$ cat config.mk
export PLATFORM = sky130hd
export DESIGN_NAME = joy_serializer
export DESIGN_NICKNAME = d
export VERILOG_FILES = /design/src/rtl/joy_ser_pkg.sv /design/src/rtl/joy_ser_sync_filter.sv /design/src/rtl/joy_serializer.sv
export SDC_FILE = /design/constraint.sdc
export NUM_CORES = 1
export LEC_CHECK = 0
export ABC_AREA = 1
export BUFFER_PORTS_ARGS = -buffer_cell sky130_fd_sc_hd__buf_2
export CAP_MARGIN = 15
export CORE_MARGIN = 4
export CORE_UTILIZATION = 53
export CTS_CLUSTER_DIAMETER = 30
export CTS_CLUSTER_SIZE = 12
export DETAILED_ROUTE_END_ITERATION = 7
export HOLD_SLACK_MARGIN = 0.1
export PLACE_DENSITY = 0.79
export SLEW_MARGIN = 20
export SYNTH_ARGS = -nofsm -noshare
export SYNTH_HDL_FRONTEND = slang
export SYNTH_SLANG_ARGS = --single-unit
export TNS_END_PERCENT = 5
$ cat constraint.sdc
create_clock -name clk -period 1.9 [get_ports clk]
set_input_delay 0.095 -clock clk [delete_from_list [all_inputs] [get_ports clk]]
set_output_delay 0.095 -clock clk [all_outputs]
set_load 0.02 [all_outputs]
$ cat src/rtl/joy_ser_pkg.sv
// joy_ser_pkg: shared defaults, idle level and synchronizer reset values for joy_serializer
package joy_ser_pkg;
  localparam int DEF_CHAIN_LEN = 16;
  localparam int DEF_FILTER_CYCLES = 4;
  localparam logic IDLE_LVL = 1'b1;
  localparam logic SYNC_RST_CLK = 1'b0;
  localparam logic SYNC_RST_LOAD = 1'b1;
endpackage

$ cat src/rtl/joy_ser_sync_filter.sv
// joy_ser_sync_filter: 2-flop synchronizer with an optional glitch filter (JOY_SER_FILTER_EN)
module joy_ser_sync_filter
  import joy_ser_pkg::*;
#(
  parameter logic RST_VAL = SYNC_RST_CLK,
  parameter int FILTER_CYCLES = DEF_FILTER_CYCLES
) (
  input  logic clk,
  input  logic reset_n,
  input  logic din,
  output logic dout
);
  logic [1:0] sync;
  always_ff @(posedge clk or negedge reset_n)
    if (!reset_n) sync <= {2{RST_VAL}};
    else sync <= {sync[0], din};
`ifdef JOY_SER_FILTER_EN
  localparam int RW = $clog2(FILTER_CYCLES + 1);
  logic [RW-1:0] run;
  logic lvl;
  // run counts consecutive samples that disagree with the accepted level
  always_ff @(posedge clk or negedge reset_n)
    if (!reset_n) begin
      run <= '0;
      lvl <= RST_VAL;
    end else if (sync[1] == lvl) run <= '0;
    else if (run == RW'(FILTER_CYCLES - 1)) begin
      run <= '0;
      lvl <= sync[1];
    end else run <= run + 1'b1;
  assign dout = lvl;
`else
  // FILTER_CYCLES is kept so both builds share one parameter list
  if (FILTER_CYCLES < 1) begin : g_no_filter
  end
  assign dout = sync[1];
`endif
endmodule

$ cat src/rtl/joy_serializer.sv
// joy_serializer: 74HC165-chain emulator driven by external shift/load strobes
// optional input glitch filter enabled by defining JOY_SER_FILTER_EN
module joy_serializer
  import joy_ser_pkg::*;
#(
  parameter int CHAIN_LEN = DEF_CHAIN_LEN,
  parameter int FILTER_CYCLES = DEF_FILTER_CYCLES
) (
  input  logic                           clk,
  input  logic                           reset_n,
  input  logic                           joy_clk_in,
  input  logic                           joy_load_n_in,
  input  logic [CHAIN_LEN-1:0]           par_in,
  output logic                           joy_data,
  output logic                           frame_done,
  output logic [$clog2(CHAIN_LEN+1)-1:0] bit_cnt
);
  localparam int CW = $clog2(CHAIN_LEN + 1);
  logic jc, ld, jc_q, rise, done_nxt;
  logic [CHAIN_LEN-1:0] shreg, shreg_nxt;
  logic [CW-1:0] cnt_nxt;
  joy_ser_sync_filter #(.RST_VAL(SYNC_RST_CLK), .FILTER_CYCLES(FILTER_CYCLES)) u_clk_sync (
    .clk(clk), .reset_n(reset_n), .din(joy_clk_in), .dout(jc)
  );
  joy_ser_sync_filter #(.RST_VAL(SYNC_RST_LOAD), .FILTER_CYCLES(FILTER_CYCLES)) u_load_sync (
    .clk(clk), .reset_n(reset_n), .din(joy_load_n_in), .dout(ld)
  );
  // jc_q follows jc even during load, so an edge seen under load is consumed there
  assign rise = jc & ~jc_q;
  always_comb begin
    shreg_nxt = shreg;
    cnt_nxt = bit_cnt;
    done_nxt = 1'b0;
    if (!ld) begin
      shreg_nxt = par_in;
      cnt_nxt = '0;
    end else if (rise) begin
      shreg_nxt = {shreg[CHAIN_LEN-2:0], IDLE_LVL};
      cnt_nxt = (bit_cnt == CW'(CHAIN_LEN)) ? bit_cnt : bit_cnt + 1'b1;
      done_nxt = bit_cnt == CW'(CHAIN_LEN - 1);
    end
  end
  always_ff @(posedge clk or negedge reset_n)
    if (!reset_n) begin
      jc_q <= SYNC_RST_CLK;
      shreg <= {CHAIN_LEN{IDLE_LVL}};
      bit_cnt <= '0;
      frame_done <= 1'b0;
      joy_data <= IDLE_LVL;
    end else begin
      jc_q <= jc;
      shreg <= shreg_nxt;
      bit_cnt <= cnt_nxt;
      frame_done <= done_nxt;
      joy_data <= shreg_nxt[CHAIN_LEN-1];
    end
endmodule
==> flow_summary.ini, run 1 <==
[critical_path]
worst_path_maximum_fanout = 6
path_cells = ha_1 -> nand2_1 -> nor2_1 -> ha_1 -> nand3b_1 -> nand2_1
critical_path_required_ns = 2.16
cp.arrival_ns = 1.63
critical-path-slowest-cell = sky130_fd_sc_hd__dfrtp_1
critPathLaunchType = register
setup.worst_path.class = reg2reg
reg2reg_setup_slack_ns = 0.53
worstSetupEndpointType = register
critical-path-max-stage-delay_ns = 0.45

[sta]
fmax_mhz = 730
final_period_minus_worst_setup_slack_ns = 1.37
tightestPinTransition_ns = 0.552
rsz0062_at_grt = no
fin_worst_skew_ns = 0.0102
timing_hold_violations_final = 0
max_slew_violations = 0
timing.max_slew.rel_slack = 0.632
final.period_utilization = 0.721
finalWorstSetupSlack_ns = 0.529
fin_setup_tns_ns = 0
setup_viol_count_final = 0

[cells_and_area]
final_nets = 206
n_antenna_cell = 0
layout.cells.most_common = sky130_fd_sc_hd__nand2_1
layout.cells.most_common_list = sky130_fd_sc_hd__nand2_1, sky130_fd_sc_hd__buf_2, sky130_fd_sc_hd__nand3_1
area_growth_syn_to_layout_pct = 29.1
drive_above_1_share = 0.291
post-route-cell-area_um2 = 1570

[cts]
cts_buffers = 3
cts.repair_timing.setup_buffer_count = 0
root_buffer_master = sky130_fd_sc_hd__clkbuf_4
clock-sinks = 27
worst_skew_pair.late_latency_ns = 0.31
htree_num_levels = 1
clock_tree_from_tritoncts = done
cts.reportedPaths.clkPinSlew_ns = 0.14
cts_buffer_depth = 2

[global_routing]
antenna_found_initial = 0
grt_max_degree = 28
globalRouteOverflowTotal = 0
vias_in_the_first_global_route = 986
grtUsageTotal = 0.159
grt_pass1_wl_um = 4040

[logic_synthesis]
synth_seq_area_share = 0.573
yosys_warnings = 0
synth_net_count = 159
synth_top_cell_by_area = sky130_fd_sc_hd__dfstp_2
syn_area_per_cell_um2 = 8.96
syn-instance-count = 136
syn_area_um2 = 1220
netlist-cell-type-count = 17
synthTopCellsByArea = sky130_fd_sc_hd__dfstp_2, sky130_fd_sc_hd__nand2_1, sky130_fd_sc_hd__dfrtp_1
ys_seq_elements = 27
synth.top_cell.area_share = 0.388

[place]
placed_cell_area_um2 = 1360
detailedPlacementHpwl_um = 1600
place.gp.congestion = 0.829
pre_cts_slack_ns = 0.554
io_buffer_count = 26

[floorplan]
die_area_um2 = 3130
die-height_um = 56.0
die_width_um = 56.0
initial_core_util = 0.556
floorplan.core_area_um2 = 2190
io-pin-count = 27
core.rowCount = 17

[min_path]
hp-class = in2async

[pwr]
static_leakage_nw = 0.794
power.ir.vdd_worst_mv = 0.416
cellPowerDensity_nw_per_um2 = 668

[route]
post-route-drc-count = 0
drt_first_iter_violations = 25
detailroute.via_count = 1022
wirelength_um = 2330
antenna_left = 0
drt-pass1-iter-count = 4
detail_route.wl_per_cell_um = 11.1
mean_number_of_vias_per_cell = 4.87

[run]
timing.max_cap.violations = 0

[outcome]
outcome = finished, final reports clean
==> per-layer routing <==
layer	global-route usage	part of all wire	wire length (µm)
met5	0	0	0
met4	0.0542	0.0056	13
met3	0.0371	0.051	120
met2	0.284	0.51	1180
met1	0.188	0.44	1020
==> timing repair <==
action                                 4_1_cts  5_1_grt
resized for setup                            0        0
endpoints found under the hold margin       27        0
hold buffers                                19        0
==> cell families after synthesis <==
kind of cell	after synthesis	share of synthesized area
fa+ha+maj	3	0.0308
buf+inv	12	0.0503
flops	27	0.573
simple gates	93	0.339
compound gates	1	0.00719
==> report_power, final <==
group          switching (mW)  total (mW)  internal, mW  leakage [nW]
clock network           0.152       0.234        0.0818        0.0150
logic                  0.0768       0.147        0.0698         0.472
registers              0.0249       0.670         0.645         0.307
total                   0.254        1.05         0.797         0.794
==> stage by stage <==
stage,power [mW],hold WS [ns],std cells,util
floorplan,0.750,-0.201,136,-
global placement,0.792,0.118,187,0.619
detailed placement,0.799,0.116,187,0.619
CTS,1.06,0.295,210,0.718
global route,1.11,0.330,210,0.718
finish,1.05,0.281,210,0.718
==> cells in the mapped netlist <==
cell type / n
sky130_fd_sc_hd__buf_6: 2
sky130_fd_sc_hd__dfrtp_1: 9
sky130_fd_sc_hd__nor2_2: 1
sky130_fd_sc_hd__nand3_2: 1
sky130_fd_sc_hd__inv_2: 2
sky130_fd_sc_hd__nand3_1: 20
sky130_fd_sc_hd__nand4_1: 1
sky130_fd_sc_hd__nor2_8: 1
sky130_fd_sc_hd__ha_1: 3
sky130_fd_sc_hd__nand2_4: 1
sky130_fd_sc_hd__o22a_1: 1
sky130_fd_sc_hd__buf_2: 1
sky130_fd_sc_hd__nand2_1: 63
sky130_fd_sc_hd__nor2_1: 4
sky130_fd_sc_hd__dfstp_2: 18
sky130_fd_sc_hd__nand3b_1: 1
sky130_fd_sc_hd__inv_1: 7
==> final cells by class <==
type / instances / area, µm²
tap: 28 / 35.0
timing repair buffer: 45 / 320
inverter: 9 / 33.8
multi-input combinational: 97 / 459
sequential: 27 / 698
clock buffer: 4 / 26.3
fill: 170 / 618
==> path summary, 6_finish.rpt <==
path / from / endpoint / depth (start not counted)
min reg2reg: u_load_sync.sync[0]$_DFF_PN1_ / u_load_sync.sync[1]$_DFF_PN1_ / 0
max: bit_cnt[0]$_DFFE_PN0P_ / bit_cnt[4]$_DFFE_PN0P_ / 6
max reg2reg: bit_cnt[0]$_DFFE_PN0P_ / bit_cnt[4]$_DFFE_PN0P_ / 6
max in group asynchronous: reset_n / shreg[4]$_DFFE_PN1P_ / 2
min in group clk: u_load_sync.sync[0]$_DFF_PN1_ / u_load_sync.sync[1]$_DFF_PN1_ / 0
min: reset_n / bit_cnt[3]$_DFFE_PN0P_ / 2
==> registers in the layout (all words and copies together) (netlist names) <==
register          count
u_load_sync.sync      2
u_clk_sync.sync       2
bit_cnt               5
jc_q                  1
shreg                16
frame_done            1
==> critical path: cells and delay by family, from the launching register on <==
kind / cells / cell delay, ns
simple gates: 4 / 0.36
flops: 1 / 0.45
fa+ha+maj: 2 / 0.50
Power figures use the tool's default switching activity.
==> run 2, diff against run 1 <==
- ABC_AREA: 1 -> 0
- CORE_UTILIZATION: 53 -> 47
- PLACE_DENSITY: 0.79 -> 0.74
- clock period: 1.9 -> 1.2 ns (I/O delays scaled with it)
==> run 2 against run 1 <==
Against the previous run: the flow now finishes with violations (setup timing); hold slack got worse by 0.028 ns; clock power rose by 57%; non-clock buffer count rose by 9; wire length rose by 11%; combinational power rose by 100%; critical path depth fell by 1; critical endpoint unchanged; largest power group unchanged.
==> flow_summary.ini, run 2 <==
[cells_and_area]
largest_registers = shreg x16, bit_cnt x5
seqCellArea_um2 = 701
final_cells = 205
top_register = shreg
layout.filler_cells = 195
area_growth_syn_to_layout_pct = 40.8
area_taken_by_multi_input_logic_gates_um2 = 523
layout.cells.most_common = sky130_fd_sc_hd__nand2_1
final_nets = 199
max_ffs_per_register = 16
post-route-cell-area_um2 = 1720
layout.cells.most_common_list = sky130_fd_sc_hd__nand2_1, sky130_fd_sc_hd__buf_2, sky130_fd_sc_hd__dlygate4sd3_1
drive_above_1_share = 0.389
n_antenna_cell = 0

[critical_path]
critical_path_required_ns = 1.40
worstSetupEndpointType = register
worst_path_maximum_fanout = 3
critical-path-max-stage-delay_ns = 0.46
critical-path-slowest-cell = sky130_fd_sc_hd__dfrtp_2
timing.critical_path.mode_cell = sky130_fd_sc_hd__ha_4
reg2reg_setup_slack_ns = -0.15
worstPathBufferInverterCount = 0
reg2reg_to = bit_cnt[4]$_DFFE_PN0P_
ff2ff_path_depth = 5
critPathLaunchType = register
rr_startpoint = bit_cnt[0]$_DFFE_PN0P_
critical_path.top_delay_family = flip-flops
path_cells = ha_4 -> and3_4 -> ha_4 -> mux2i_1 -> o21a_1
cp.arrival_ns = 1.55
setup.worst_path.class = reg2reg

[logic_synthesis]
yosys_warnings = 0
cell_with_the_most_instances_after_synthesis = sky130_fd_sc_hd__nand2_1
syn_area_um2 = 1220
netlist-cell-type-count = 22
synthTopCellsByCount = sky130_fd_sc_hd__nand2_1, sky130_fd_sc_hd__dfstp_2, sky130_fd_sc_hd__nor2_1
synth_flop_cell = sky130_fd_sc_hd__dfstp_2
ys_seq_elements = 27
synth.top_cell.area_share = 0.388
syn-instance-count = 125
synth_seq_area_share = 0.573
synth_top_cell_by_area = sky130_fd_sc_hd__dfstp_2
synthTopCellsByArea = sky130_fd_sc_hd__dfstp_2, sky130_fd_sc_hd__dfrtp_1, sky130_fd_sc_hd__nand2_1
async_flop_share = 1.00
syn_area_per_cell_um2 = 9.75
synth_net_count = 148
synth-edff-count = 0

[min_path]
hp-class = in2async

[outcome]
failed_checks = setup timing
outcome = finished, violations left

[global_routing]
globalRouteOverflowTotal = 0
grt_pass1_wl_um = 4360
vias_in_the_first_global_route = 968
grtUsageTotal = 0.161
grt_max_degree = 28
antenna_found_initial = 0

[sta]
hold_slack_ns = 0.253
tightestPinTransition_ns = 0.558
timing_hold_violations_final = 0
timing.max_slew.rel_slack = 0.628
final.period_utilization = 1.12
max_slew_violations = 0
finalWorstSetupSlack_ns = -0.149
final_period_minus_worst_setup_slack_ns = 1.35
fin_setup_tns_ns = -0.619
setup_viol_count_final = 15
rsz0062_at_grt = yes
fmax_mhz = 741
fin_worst_skew_ns = 0.0100

[floorplan]
io-pin-count = 27
die-height_um = 58.9
initial_core_util = 0.492
floorplan.core_area_um2 = 2480
core.rowCount = 18
die_area_um2 = 3470
die_width_um = 58.9

[pwr]
static_leakage_nw = 0.784
cellPowerDensity_nw_per_um2 = 1000
power.ir.vdd_worst_mv = 0.824

[place]
place.detailed.instances = 182
placed_cell_area_um2 = 1430
io_buffer_count = 26
place.gp.congestion = 0.752
detailedPlacementHpwl_um = 1740
pre_cts_slack_ns = -0.160

[route]
mean_number_of_vias_per_cell = 5.05
detail_route.wl_per_cell_um = 12.6
post-route-drc-count = 0
detailroute.via_count = 1036
drt_first_iter_violations = 83
antenna_left = 0
wirelength_um = 2580
drt-pass1-iter-count = 4

[cts]
cts_buffer_depth = 2
htree_num_levels = 1
cts_buffers = 3
clock-sinks = 27
clock_tree_from_tritoncts = done
root_buffer_master = sky130_fd_sc_hd__clkbuf_4
worst_skew_pair.late_latency_ns = 0.31
cts.repair_timing.setup_buffer_count = 0
cts.reportedPaths.clkPinSlew_ns = 0.14

[run]
timing.max_cap.violations = 0
-- run 2: cell types whose count changed after synthesis, sizes merged, moves of 2 or more --
cell,previous run,this run
clkbuf,0,3
mux2i,0,4
and3,0,2
nand2,64,35
nand2b,0,2
nor2,6,18
buf,3,5
nand3,21,0
inv,9,3
a31oi,0,15
-- run 2: worst max-delay path by stage --
stage,from,to,depth (start not counted)
floorplan,bit_cnt[1]$_DFFE_PN0P_,bit_cnt[4]$_DFFE_PN0P_,5
global placement,bit_cnt[1]$_DFFE_PN0P_,bit_cnt[4]$_DFFE_PN0P_,5
detailed placement,bit_cnt[1]$_DFFE_PN0P_,bit_cnt[4]$_DFFE_PN0P_,5
CTS,bit_cnt[0]$_DFFE_PN0P_,bit_cnt[4]$_DFFE_PN0P_,5
global route,bit_cnt[0]$_DFFE_PN0P_,bit_cnt[4]$_DFFE_PN0P_,5
finish,bit_cnt[0]$_DFFE_PN0P_,bit_cnt[4]$_DFFE_PN0P_,5
-- run 2: cell type report --
class,count,share of cell area
Timing Repair Buffer,54,0.243
Sequential cell,27,0.408
Tap cell,30,0.0219
Inverter,3,0.00656
Multi-Input combinational cell,87,0.305
Clock buffer,4,0.0153
-- run 2: cells by family (layout without fill, tap and decap cells) --
group	count (synthesis)	after routing	synth area share
XOR/XNOR	1	1	0.00719
AO/OA/AOI/OAI	17	17	0.0873
adder cells (fa/ha/maj)	3	3	0.0308
flip-flops	27	27	0.573
multiplexers	4	4	0.0329
buffers and inverters	11	61	0.0513
AND/OR/NAND/NOR	62	62	0.218
-- run 2: per-layer routing --
metal  part of all wire  up-vias  wire [µm]  track usage
li1                   -      515          -            -
met1               0.44      480       1140        0.232
met2               0.49       37       1270        0.252
met3              0.052        4        133       0.0197
met4              0.014        0         37       0.0518
met5                  0        -          0            0
-- run 2: timing repair --
| item | 4_1_cts | 5_1_grt |
|---|---|---|
| gates resized for setup | 6 | 7 |
| endpoints found under the setup margin | 19 | 17 |
| pin swaps | 3 | 3 |
| hold endpoints to repair | 45 | 0 |
| hold buffers | 19 | 0 |
-- run 2: stage by stage --
stage,total power [mW],util
2_1_floorplan,1.21,-
3_3_place_gp,1.30,0.578
3_5_place_dp,1.31,0.578
4_1_cts,1.74,0.680
5_1_grt,1.83,0.692
6_report,1.72,0.692
-- run 2: report_power, final --
part	internal, mW	switching [mW]	total, mW
clock network	0.130	0.237	0.367
logic	0.151	0.144	0.294
registers	1.02	0.0403	1.06
==> run 3, diff against run 2 <==
- CORE_UTILIZATION: 47 -> 40
- PLACE_DENSITY: 0.74 -> 0.63
- clock period: 1.2 -> 1.7 ns (I/O delays scaled with it)
==> run 3 against run 2 <==
Against the previous run: via count shrank 4.2%; combinational power shrank 37%; core utilization is 13 points lower; flip-flop and latch count unchanged; the flow now finishes without violations.
==> flow_summary.ini, run 3 (same netlist as run 2, synthesis figures left out) <==
[global_routing]
antenna_found_initial = 0
grt_use_met2 = 0.242
grt_max_degree = 30
use_met1 = 0.180
groute.layer.met3.usage = 0.0213
vias_in_the_first_global_route = 1008
grtUsageTotal = 0.142
globalRouteOverflowTotal = 0
grt_pass1_wl_um = 4510
global_route.peak_usage_layer = met2

[route]
antenna_left = 0
post-route-drc-count = 0
mean_number_of_vias_per_cell = 4.94
drt-pass1-iter-count = 4
detail_route.wl_per_cell_um = 13.0
wirelength_um = 2620
drt_first_iter_violations = 61
detailroute.via_count = 992

[sta]
fin_worst_skew_ns = 0.00887
timing.max_slew.rel_slack = 0.608
tightestPinTransition_ns = 0.588
fin_setup_tns_ns = 0
hold_slack_ns = 0.283
rsz0062_at_grt = no
final.period_utilization = 0.854
timing_hold_violations_final = 0
max_slew_violations = 0
setup_viol_count_final = 0
fmax_mhz = 689
final_period_minus_worst_setup_slack_ns = 1.45

[cells_and_area]
largest_registers = shreg x16, bit_cnt x5
max_ffs_per_register = 16
layout_utilization = 0.564
final_cells = 201
area_growth_syn_to_layout_pct = 31.0
final_nets = 194
n_antenna_cell = 0
top_register = shreg
layout.cells.most_common = sky130_fd_sc_hd__nand2_1
drive_above_1_share = 0.312
layout.cells.most_common_list = sky130_fd_sc_hd__nand2_1, sky130_fd_sc_hd__buf_2, sky130_fd_sc_hd__dlygate4sd3_1

[place]
io_buffer_count = 26
detailedPlacementHpwl_um = 1680
place.gp.congestion = 0.729
place.detailed.instances = 178

[pwr]
static_leakage_nw = 0.758
power.ir.vdd_worst_mv = 0.439
cellPowerDensity_nw_per_um2 = 755

[cts]
cts.reportedPaths.clkPinSlew_ns = 0.14
postCtsResizedCells = 0
htree_num_levels = 1
clock_tree_from_tritoncts = done
cts_buffer_depth = 2
cts.repair_timing.setup_buffer_count = 0
cts_buffers = 3
hold_bufs_at_cts = 19
clock-sinks = 27
root_buffer_master = sky130_fd_sc_hd__clkbuf_4
worst_skew_pair.late_latency_ns = 0.32

[critical_path]
critical_path_required_ns = 1.92
critPathLaunchType = register
worstSetupEndpointType = register
setup.worst_path.class = reg2reg
cp.arrival_ns = 1.67
worst_path_maximum_fanout = 5

[outcome]
outcome = finished, final reports clean

[floorplan]
core.rowCount = 19
floorplan.core_area_um2 = 2830
die_area_um2 = 3990
die-height_um = 63.2
initial_core_util = 0.431
die_width_um = 63.2
io-pin-count = 27

[run]
timing.max_cap.violations = 0

[min_path]
hp-class = in2async
## run 3: final timing paths
kind	start	endpoint	slack (ns)	cells after the start
worst min register to register	u_load_sync.sync[0]$_DFF_PN1_	u_load_sync.sync[1]$_DFF_PN1_	0.37	0
worst max register to register	bit_cnt[0]$_DFFE_PN0P_	bit_cnt[4]$_DFFE_PN0P_	0.25	5
worst max-delay path	bit_cnt[0]$_DFFE_PN0P_	bit_cnt[4]$_DFFE_PN0P_	0.25	5
worst min-delay path	reset_n	frame_done$_DFF_PN0_	0.28	2
min in group clk	u_load_sync.sync[0]$_DFF_PN1_	u_load_sync.sync[1]$_DFF_PN1_	0.37	0
max in group asynchronous	reset_n	shreg[12]$_DFFE_PN1P_	1.03	2
## run 3: worst max-delay path: stages (launching register included)
cell and delay (ns):
sky130_fd_sc_hd__dfrtp_1 0.45, sky130_fd_sc_hd__ha_1 0.23, sky130_fd_sc_hd__and3_1 0.15, sky130_fd_sc_hd__ha_1 0.28, sky130_fd_sc_hd__mux2i_1 0.07, sky130_fd_sc_hd__o21a_1 0.17
## run 3: power by group
group	switching (mW)	total, mW	leakage, nW	internal [mW]
clock	0.181	0.269	0.0177	0.0880
combinational	0.0909	0.185	0.433	0.0943
sequential	0.0310	0.751	0.307	0.720
## run 3: cell type report
| cell class | count | area [µm²] |
|---|---|---|
| Clock buffer | 3 | 22.5 |
| Sequential cell | 27 | 698 |
| Multi-Input combinational cell | 87 | 458 |
| Timing Repair Buffer | 49 | 363 |
| Clock inverter | 1 | 5.00 |
| Fill cell | 250 | 1230 |
| Inverter | 3 | 11.3 |
| Tap cell | 31 | 38.8 |
## run 3: through the flow
stage | instance area (µm²) | power (mW) | setup slack, ns
after global routing | 1600 | 1.28 | 0.140
after detailed placement | 1380 | 0.915 | 0.285
final | 1600 | 1.21 | 0.249
after floorplan | 1220 | 0.851 | 0.273
after CTS | 1600 | 1.23 | 0.247
after global placement | 1380 | 0.908 | 0.351
## run 3: per-layer routing
| layer | up-vias | wire [µm] |
|---|---|---|
| li1 | 501 | - |
| met1 | 460 | 1180 |
| met2 | 27 | 1280 |
| met3 | 4 | 122 |
| met4 | 0 | 34 |
| met5 | - | 0 |
